===== src/rtl/ahb_cmd_master.sv =====
`timescale 1ns/1ps
// AHB-Lite initiator: turns a valid/ready command stream into single NONSEQ
// transfers and returns one in-order response per command. The address phase
// of the next transfer overlaps the data phase of the current one.
module ahb_cmd_master #(
  parameter logic [3:0]  HPROT_VAL  = 4'b0011,
  parameter int unsigned ERR_CANCEL = 1
) (
  input  logic        HCLK,
  input  logic        HRESETn,
  input  logic        cmd_valid,
  output logic        cmd_ready,
  input  logic        cmd_write,
  input  logic [1:0]  cmd_size,
  input  logic [31:0] cmd_addr,
  input  logic [31:0] cmd_wdata,
  output logic        rsp_valid,
  output logic        rsp_write,
  output logic        rsp_err,
  output logic [31:0] rsp_rdata,
  output logic        busy,
  output logic [31:0] HADDR,
  output logic [1:0]  HTRANS,
  output logic        HWRITE,
  output logic [2:0]  HSIZE,
  output logic [2:0]  HBURST,
  output logic [3:0]  HPROT,
  output logic        HMASTLOCK,
  output logic [31:0] HWDATA,
  input  logic [31:0] HRDATA,
  input  logic        HREADY,
  input  logic        HRESP
);

  localparam logic [1:0] TRANS_IDLE   = 2'b00;
  localparam logic [1:0] TRANS_NONSEQ = 2'b10;
  localparam logic [1:0] SZ_BYTE      = 2'd0;
  localparam logic [1:0] SZ_HALF      = 2'd1;
  localparam logic [1:0] SZ_WORD      = 2'd2;

  // Address-phase register
  logic        ap_valid_q, ap_valid_d;
  logic        ap_write_q, ap_write_d;
  logic [1:0]  ap_size_q,  ap_size_d;
  logic [31:0] ap_addr_q,  ap_addr_d;
  logic [31:0] ap_wdata_q, ap_wdata_d;

  // Data-phase register
  logic        dp_valid_q, dp_valid_d;
  logic        dp_write_q, dp_write_d;
  logic [1:0]  dp_size_q,  dp_size_d;
  logic [1:0]  dp_lane_q,  dp_lane_d;
  logic [31:0] dp_wdata_q, dp_wdata_d;

  logic        err_hold_q, err_hold_d;

  // Response register
  logic        rsp_valid_q, rsp_valid_d;
  logic        rsp_write_q, rsp_write_d;
  logic        rsp_err_q,   rsp_err_d;
  logic [31:0] rsp_rdata_q, rsp_rdata_d;

  logic        accept;
  logic        ap_done;
  logic        dp_done;
  logic [1:0]  cmd_size_n;
  logic [31:0] cmd_addr_al;
  logic [31:0] wdata_rep;
  logic [31:0] rd_lane;

  assign cmd_ready = !ap_valid_q | (HREADY & !err_hold_q);
  assign accept    = cmd_valid & cmd_ready;
  assign ap_done   = ap_valid_q & HREADY & !err_hold_q;
  assign dp_done   = dp_valid_q & HREADY;

  // Normalise the incoming command: size 3 behaves as word, address aligned to size
  always_comb begin
    cmd_size_n  = (cmd_size == 2'd3) ? SZ_WORD : cmd_size;
    cmd_addr_al = cmd_addr;
    case (cmd_size_n)
      SZ_HALF: cmd_addr_al[0]   = 1'b0;
      SZ_WORD: cmd_addr_al[1:0] = 2'b00;
      default: ;
    endcase
  end

  // Replicate write data across byte lanes so any slave lane sees it
  always_comb begin
    case (ap_size_q)
      SZ_BYTE: wdata_rep = {4{ap_wdata_q[7:0]}};
      SZ_HALF: wdata_rep = {2{ap_wdata_q[15:0]}};
      default: wdata_rep = ap_wdata_q;
    endcase
  end

  // Pick the active read lane and zero-extend it
  always_comb begin
    rd_lane = '0;
    case (dp_size_q)
      SZ_BYTE: begin
        case (dp_lane_q)
          2'd0:    rd_lane = {24'b0, HRDATA[7:0]};
          2'd1:    rd_lane = {24'b0, HRDATA[15:8]};
          2'd2:    rd_lane = {24'b0, HRDATA[23:16]};
          default: rd_lane = {24'b0, HRDATA[31:24]};
        endcase
      end
      SZ_HALF: rd_lane = dp_lane_q[1] ? {16'b0, HRDATA[31:16]} : {16'b0, HRDATA[15:0]};
      default: rd_lane = HRDATA;
    endcase
  end

  // Next-state for the address-phase register; a same-edge accept refills it
  always_comb begin
    ap_valid_d = ap_valid_q;
    ap_write_d = ap_write_q;
    ap_size_d  = ap_size_q;
    ap_addr_d  = ap_addr_q;
    ap_wdata_d = ap_wdata_q;
    if (ap_done) ap_valid_d = 1'b0;
    if (accept) begin
      ap_valid_d = 1'b1;
      ap_write_d = cmd_write;
      ap_size_d  = cmd_size_n;
      ap_addr_d  = cmd_addr_al;
      ap_wdata_d = cmd_wdata;
    end
  end

  // Next-state for the data-phase register; a completing address phase refills it
  always_comb begin
    dp_valid_d = dp_valid_q;
    dp_write_d = dp_write_q;
    dp_size_d  = dp_size_q;
    dp_lane_d  = dp_lane_q;
    dp_wdata_d = dp_wdata_q;
    if (dp_done) dp_valid_d = 1'b0;
    if (ap_done) begin
      dp_valid_d = 1'b1;
      dp_write_d = ap_write_q;
      dp_size_d  = ap_size_q;
      dp_lane_d  = ap_addr_q[1:0];
      dp_wdata_d = wdata_rep;
    end
  end

  // Error hold: set in the first ERROR cycle so the pending transfer goes IDLE
  // in the second, then released on the completing edge so it is re-issued
  always_comb begin
    err_hold_d = 1'b0;
    if (ERR_CANCEL != 0) begin
      if (dp_valid_q & HRESP & !HREADY) err_hold_d = 1'b1;
      else if (HREADY)                  err_hold_d = 1'b0;
      else                              err_hold_d = err_hold_q;
    end
  end

  // Response capture on data-phase completion
  always_comb begin
    rsp_valid_d = dp_done;
    rsp_write_d = rsp_write_q;
    rsp_err_d   = rsp_err_q;
    rsp_rdata_d = rsp_rdata_q;
    if (dp_done) begin
      rsp_write_d = dp_write_q;
      rsp_err_d   = HRESP;
      rsp_rdata_d = dp_write_q ? '0 : rd_lane;
    end
  end

  // State registers; reset drops all in-flight work
  always_ff @(posedge HCLK or negedge HRESETn) begin
    if (!HRESETn) begin
      ap_valid_q  <= 1'b0;
      ap_write_q  <= 1'b0;
      ap_size_q   <= '0;
      ap_addr_q   <= '0;
      ap_wdata_q  <= '0;
      dp_valid_q  <= 1'b0;
      dp_write_q  <= 1'b0;
      dp_size_q   <= '0;
      dp_lane_q   <= '0;
      dp_wdata_q  <= '0;
      err_hold_q  <= 1'b0;
      rsp_valid_q <= 1'b0;
      rsp_write_q <= 1'b0;
      rsp_err_q   <= 1'b0;
      rsp_rdata_q <= '0;
    end else begin
      ap_valid_q  <= ap_valid_d;
      ap_write_q  <= ap_write_d;
      ap_size_q   <= ap_size_d;
      ap_addr_q   <= ap_addr_d;
      ap_wdata_q  <= ap_wdata_d;
      dp_valid_q  <= dp_valid_d;
      dp_write_q  <= dp_write_d;
      dp_size_q   <= dp_size_d;
      dp_lane_q   <= dp_lane_d;
      dp_wdata_q  <= dp_wdata_d;
      err_hold_q  <= err_hold_d;
      rsp_valid_q <= rsp_valid_d;
      rsp_write_q <= rsp_write_d;
      rsp_err_q   <= rsp_err_d;
      rsp_rdata_q <= rsp_rdata_d;
    end
  end

  assign HTRANS    = (ap_valid_q & !err_hold_q) ? TRANS_NONSEQ : TRANS_IDLE;
  assign HADDR     = ap_addr_q;
  assign HWRITE    = ap_write_q;
  assign HSIZE     = {1'b0, ap_size_q};
  assign HBURST    = 3'b000;
  assign HPROT     = HPROT_VAL;
  assign HMASTLOCK = 1'b0;
  assign HWDATA    = dp_wdata_q;

  assign rsp_valid = rsp_valid_q;
  assign rsp_write = rsp_write_q;
  assign rsp_err   = rsp_err_q;
  assign rsp_rdata = rsp_rdata_q;
  assign busy      = ap_valid_q | dp_valid_q;

endmodule


===== config.mk =====
export PLATFORM = sky130hd
export DESIGN_NAME = ahb_cmd_master
export DESIGN_NICKNAME = d
export VERILOG_FILES = /design/src/rtl/ahb_cmd_master.sv
export SDC_FILE = /design/constraint.sdc
export NUM_CORES = 1
export LEC_CHECK = 0
export ABC_CLOCK_PERIOD_IN_PS = 3300
export CAP_MARGIN = 20
export CORE_AREA = 2 2 145 147
export CTS_BUF_LIST = sky130_fd_sc_hd__clkbuf_8
export DETAILED_ROUTE_END_ITERATION = 10
export DIE_AREA = 0 0 147 149
export SLEW_MARGIN = 20
export SYNTH_ARGS = -nofsm -noshare
export SYNTH_HDL_FRONTEND = slang
export SYNTH_SLANG_ARGS = --single-unit

===== constraint.sdc =====
create_clock -name HCLK -period 3.3 [get_ports HCLK]
set_input_delay 0.495 -clock HCLK [delete_from_list [all_inputs] [get_ports HCLK]]
set_output_delay 0.495 -clock HCLK [all_outputs]
set_load 0.01 [all_outputs]

==> Yosys cells after proc, flatten, opt, wreduce, memory -nomap -nowiden <==
Index checks and enable logic that the tools add are counted.
{ "classes": {"n_eq_ne": 7, "mux": 15, "bitwise_logic": 10, "reduce_logical": 10} }
{ "op_table": {"columns": ["cell", "n"], "rows": [
  ["$pmux 32 s2", 2],
  ["$mux 32", 1],
  ["$pmux 8 s3", 1],
  ["$mux 16", 1],
  ["$and 1x1->1", 8],
  ["$eq 2x1->1 const B", 4],
  ["$mux 1", 8],
  ["$eq 2x2->1 const B", 3],
  ["$logic_not 2->1", 3],
  ["$reduce_bool 2->1", 3],
  ["$mux 2", 2],
  ["$logic_not 1->1", 3],
  ["$or 1x1->1", 2],
  ["$reduce_or 2->1", 1]
]} }
{ "word_totals": {"regBits": 142, "input_bits": 104, "out_inout_bits": 115, "word_cells": 57} }

==> Depth between registers and ports, before layout <==
Gate-level depths: netlist (run 1).
{ "depth": {"word_depth": 5, "mapped_depth": 6} }

==> Least setup slack after synthesis (run 1) <==
No wires, ideal clock.
{ "synth_timing": {"path_kind": "register to register", "startpoint": "reg ap_valid_q", "endpoint": "reg dp_wdata_q[3], in the netlist HWDATA[3]", "setup_ns": 0.125, "t_arrival_ns": 1.378, "t_required_ns": 3.175, "path_slack_ns": 1.798, "stages_incl_launch_ff": 6, "path_cell_list": "dfrtp_1 > and2b_1 > nand2_1 > buf_2 > buf_2 > mux2_2"} }
{ "synth_between": {"elab_chain_len": 2} }
{ "synth_lines": {"columns": ["element", "line_no", "rtl"], "rows": [
  ["start: declaration", "42", "logic ap_valid_q, ap_valid_d;"],
  ["start signal: assignment", "190", "ap_valid_q <= ap_valid_d;"],
  ["$and 1x1->1 (2 in series)", "73", "assign ap_done = ap_valid_q & HREADY & !err_hold_q;"],
  ["end signal: assignment", "199", "dp_wdata_q <= dp_wdata_d;"],
  ["end: declaration", "53", "logic [31:0] dp_wdata_q, dp_wdata_d;"]
]} }
Every way passes these cells.
A chain may end at the register's enable or synchronous reset.

==> Worst setup path after layout (run 1) <==
{ "layout_timing": {"startpoint": "in HREADY", "endpoint": "out cmd_ready"} }
{ "layout_between": {"elab_chain_len": 2} }
{ "layout_lines": {"columns": ["element", "line_no", "rtl"], "rows": [
  ["start: declaration", "31", "input logic HREADY,"],
  ["$and 1x1->1", "71", "assign cmd_ready = !ap_valid_q | (HREADY & !err_hold_q);"],
  ["$or 1x1->1", "71", null],
  ["end: declaration", "12", "output logic cmd_ready,"]
]} }
Every way passes these cells.

==> impl_metrics.toml, run 1 <==
[status]
outcome = "complete, no violations"

[yosys]
async_flop_share_pct = 100
synthDistinctLibCells = 31
synth-main-ff-cell = "dfrtp_1"
synthCells = 489
avgSynthCellArea_um2 = 12.4
ys_warn_count = 0
seq_area_frac_synth_pct = 58.8
synth-edff-count = 0
syn-cell-area_mm2 = 0.00604
ys_ff_latch = 142

[layout]
final_cell_mix = "clkdlybuf4s50_1 (207), dfrtp_1 (142), mux2_2 (77)"
fill_cells = 1965
drive_gt1_share_pct = 17.2
utilization_pct = 42.8
nets = 795
final_common_cell = "clkdlybuf4s50_1"
syn2layout_area_growth_pct = 45.5
num_antenna_cells = 0

[global_route]
overflow = 0
grt_use_total_pct = 15.5
antenna_found_initial = 0
grt_pass1_wl_um = 26100
grt_max_degree = 76
first_global_vias = 4688

[sta]
timing.final.crit_share_pct = 73.0
report.final.slew_viol_count = 0
max_clock_freq_mhz = 415
finalSetupViolations = 0
fin_crit_ns = 2.41
maxSlewHeadroom_pct = 29.2
finalHoldViolCount = 0
fin_ws_ns = 0.890
rsz0062_at_grt = "false"
fin_skew_ns = 0.0187
fin_setup_tns_ns = 0
tightest_slew_ns = 1.06

[clock_tree]
hold_buffers = 0
clock_latency_ns = 0.45
cts_buffer_depth = 2
htreeDepth = 4
cts_resized = 0
clock_sinks = 142
root_buffer = "clkbuf_8"
cts_setup_buffers = 0
clkTransAtPathRegs_ns = 0.08
cts_tree = "built"
cts_buffers = 17

[power_and_ir_drop]
share_comb_of_total_power_pct = 30.5
powerDensity_mw_per_mm2 = 660
pwr-share-clk_pct = 26.7
p_seq_share_pct = 42.8
ir_worst_vdd_uv = 264
internal_power_mw = 4.09
sw_frac_of_total_pct = 29.5
report.power.total_mw = 5.80
leakage_nw = 3.73
p_switching_mw = 1.71

[placed_design]
gp_congestion = 0.823
dp_hpwl_um = 11800
preCtsSetupSlack_ns = 0.860
port_buffers = 208

[routing]
drc_errors = 0
dr.pass1.iters = 4
wl_per_cell_um = 17.0
routed_wl_um = 16600
vias = 4579
vias_per_cell = 4.68
postRouteAntennaNets = 0
drtIter0Drc = 159

[worst_setup_path]
worstPathCellList = "clkdlybuf4s50_1 -> nand2b_1 -> nand2_1 -> clkdlybuf4s50_1"
path_class = "in2out"
cp.required_ns = 2.80
cpMostUsedCell = "clkdlybuf4s50_1"
crit_family = "buffers and inverters"
worstPathMaxFanout = 6
crit_path_max_incr_delay_ns = 0.60
cp-end-kind = "output pin"
path_buf_inv = 2
cp.arrival_ns = 1.92
setup.worst_path.start_class = "primary input"
crit_slowest_cell = "clkdlybuf4s50_1"

[job]
maxCapViolCount = 0

[floorplanning]
die_area_mm2 = 0.0219
core_area_mm2 = 0.0206
die_h_um = 149
start_util_pct = 29.4
io_pins = 219
die_w_um = 147
num_rows = 53

[min_path]
min_path_type = "in2async"
[through the flow]
| step | instance area (um^2) | hold slack, ns | cells |
|---|---|---|---|
| 2_1_floorplan | 6070 | 0.199 | 497 |
| 3_3_place_gp | 8350 | 0.454 | 947 |
| 3_5_place_dp | 8350 | 0.462 | 947 |
| 4_1_cts | 8790 | 0.0706 | 979 |
| 5_1_grt | 8790 | 0.0884 | 979 |
| 6_report | 8790 | 0.0570 | 979 |
[power groups by stage]
stage	Combinational (mW)	Clock [mW]	Sequential, mW
floorplan	0.696	0	2.56
global placement	1.77	0	2.50
detailed placement	1.79	0	2.52
CTS	1.80	1.62	2.49
global route	1.91	1.69	2.55
finish	1.77	1.55	2.48
[cells in the mapped netlist, types with 11 or more instances]
cell / number / area share, %
a21oi_1: 22 / 1.8
a22o_1: 23 / 3.3
buf_2: 12 / 0.99
buf_4: 18 / 2.2
dfrtp_1: 142 / 59
inv_1: 13 / 0.81
mux2_2: 77 / 14
mux2i_1: 30 / 5.0
nand2_1: 45 / 2.8
nand2b_1: 11 / 1.1
nor2_1: 17 / 1.1
o21ai_0: 34 / 2.8
[cell families after synthesis]
group                  synth area share (%)
other                                 0.124
AO/OA/AOI/OAI                          10.3
multiplexers                           19.3
buffers and inverters                  4.60
AND/OR/NAND/NOR                        6.88
flip-flops                             58.8
[flip-flops by register name, summed over array words and instances (netlist names)]
name and cells:
dp_valid_q 1, dp_write_q 1, HWRITE 1, HADDR 32, ap_wdata_q 32, ap_size_q 2, dp_size_q 2, ap_valid_q 1
rsp_valid 1, rsp_err 1, HWDATA 32, err_hold_q 1, dp_lane_q 2, rsp_write 1, rsp_rdata 32
[path summary, 6_finish.rpt]
kind / startpoint / endpoint / slack, ns / cells past startpoint
setup / recovery: HREADY / cmd_ready / 0.89 / 4
max in group asynchronous: HRESETn / ap_wdata_q[29] / 2.37 / 2
min in group HCLK: rsp_rdata[11] / rsp_rdata[11] / 0.48 / 2
setup reg to reg: dp_lane_q[1] / rsp_rdata[7] / 1.19 / 4
hold / removal: HRESETn / rsp_rdata[28] / 0.06 / 1
hold reg to reg: rsp_rdata[11] / rsp_rdata[11] / 0.48 / 2
[layer usage]
metal  up-vias  part of all wire, %  global-route usage (%)
met4         0                  1.7                    5.14
met3        18                  7.9                    5.72
met5         -                    0                       0
met2       184                   48                    25.7
met1      2272                   42                    18.9
li1       2105                    -                       -
[cell type report]
type / instances / area [um^2] / area share, %
Timing Repair Buffer: 214 / 2150 / 24.5
Clock buffer: 20 / 275 / 3.13
Tap cell: 275 / 344 / 3.91
Multi-Input combinational cell: 303 / 2250 / 25.6
Sequential cell: 142 / 3550 / 40.4
Inverter: 13 / 48.8 / 0.555
Clock inverter: 12 / 168 / 1.91
No activity file was read; power rests on OpenSTA's default activity.
==> run 2, diff against run 1 <==
ABC_CLOCK_PERIOD_IN_PS = 2300   (was 3300)
clock period = 2.3 ns   (was 3.3 ns; I/O delays follow)
==> run 2 against run 1 <==
Against the previous run: combinational power up 47%; via count is 0.83% higher; largest power group unchanged; critical endpoint is now HSIZE[0]; wire length is 2.0% higher.
==> impl_metrics.toml, run 2 (same netlist as run 1, synthesis figures left out) <==
[status]
outcome = "complete, no violations"

[sta]
report.final.slew_viol_count = 0
fin_setup_tns_ns = 0
finalHoldViolCount = 0
maxSlewHeadroom_pct = 52.1
tightest_slew_ns = 0.718
fin_ws_ns = 0.192
fin_skew_ns = 0.0119
rsz0062_at_grt = "false"
timing.final.crit_share_pct = 91.6
max_clock_freq_mhz = 474
finalSetupViolations = 0
fin_crit_ns = 2.11

[layout]
syn2layout_area_growth_pct = 46.7
stdcell_count = 989
num_antenna_cells = 0
nets = 805
stdcell_area_mm2 = 0.00886
drive_gt1_share_pct = 17.9
final_common_cell = "clkdlybuf4s50_1"
final_cell_mix = "clkdlybuf4s50_1 (207), dfrtp_1 (142), mux2_2 (77)"

[floorplanning]
num_rows = 53
die_h_um = 149
core_area_mm2 = 0.0206
start_util_pct = 29.4
die_area_mm2 = 0.0219
die_w_um = 147
io_pins = 219

[worst_setup_path]
cp-end-kind = "output pin"
cp.arrival_ns = 1.76
worstPathMaxFanout = 8
setup.worst_path.start_class = "flop"
crit_path_max_incr_delay_ns = 0.68
crit_family = "buffers and inverters"
path_buf_inv = 1
cp.required_ns = 1.96
path_class = "reg2out"
reg2reg_slack_ns = 0.43
crit_slowest_cell = "clkdlybuf4s50_1"
worstPathCellList = "clkdlybuf4s50_1"

[clock_tree]
clock_latency_ns = 0.43
cts_setup_buffers = 0
cts_buffer_depth = 2
clkTransAtPathRegs_ns = 0.08
hold_buffers = 1
cts_buffers = 17
clock_sinks = 142
htreeDepth = 4
root_buffer = "clkbuf_8"
cts_resized = 0
cts_tree = "built"

[global_route]
antenna_found_initial = 0
overflow = 0
grt_use_total_pct = 15.7
grt_pass1_wl_um = 26700
grt_max_degree = 74
first_global_vias = 4807

[placed_design]
preCtsSetupSlack_ns = 0.259
placed_area_mm2 = 0.00844
post-place-cells = 956
gp_congestion = 0.795
dp_hpwl_um = 12100
port_buffers = 208

[routing]
dr.pass1.iters = 6
postRouteAntennaNets = 0
routed_wl_um = 16900
vias = 4617
route.met2.wl_um = 8290
wl_met3_um = 1390
vias_per_cell = 4.67
drtIter0Drc = 127
highest_layer = "met4"
drt-met1-wl_um = 7040
wl_per_cell_um = 17.1
drc_errors = 0

[job]
maxCapViolCount = 0

[power_and_ir_drop]
ir_worst_vdd_uv = 445
powerDensity_mw_per_mm2 = 928
report.power.total_mw = 8.22
leakage_nw = 3.78

[min_path]
min_path_type = "reg2reg"
==> run 2: cell type report <==
class                           count  area, um^2
Fill cell                        1923       11700
Sequential cell                   142        3550
Timing Repair Buffer              224        2260
Multi-Input combinational cell    303        2250
Tap cell                          275         344
Clock buffer                       19         262
Clock inverter                     13         150
Inverter                           13        48.8
==> run 2: power by group <==
group          internal [mW]  switching (mW)
sequential              3.10           0.455
clock                   1.12           0.954
combinational           1.55            1.06
==> run 2: per-layer routing <==
layer  GRT usage, %  vias to the layer above
met2           26.6                      195
met4           4.18                        0
met3           6.15                       13
li1               -                     2115
met1           18.9                     2294
met5              0                        -
==> run 2: worst paths after layout <==
kind | cells after the start | from | endpoint
min in group asynchronous | 2 | HRESETn | HADDR[26]
worst max-delay path | 1 | ap_size_q[0] | HSIZE[0]
worst min-delay path | 2 | rsp_rdata[9] | rsp_rdata[9]
worst min register to register | 2 | rsp_rdata[9] | rsp_rdata[9]
worst max register to register | 5 | dp_lane_q[1] | rsp_rdata[0]
max in group asynchronous | 3 | HRESETn | ap_wdata_q[10]
==> run 2: through the flow <==
step | utilization, % | hold slack [ns]
CTS | 43.1 | 0.468
floorplan | - | 0.0494
global route | 43.1 | 0.476
global placement | 41.1 | 0.423
finish | 43.1 | 0.472
detailed placement | 41.1 | 0.433
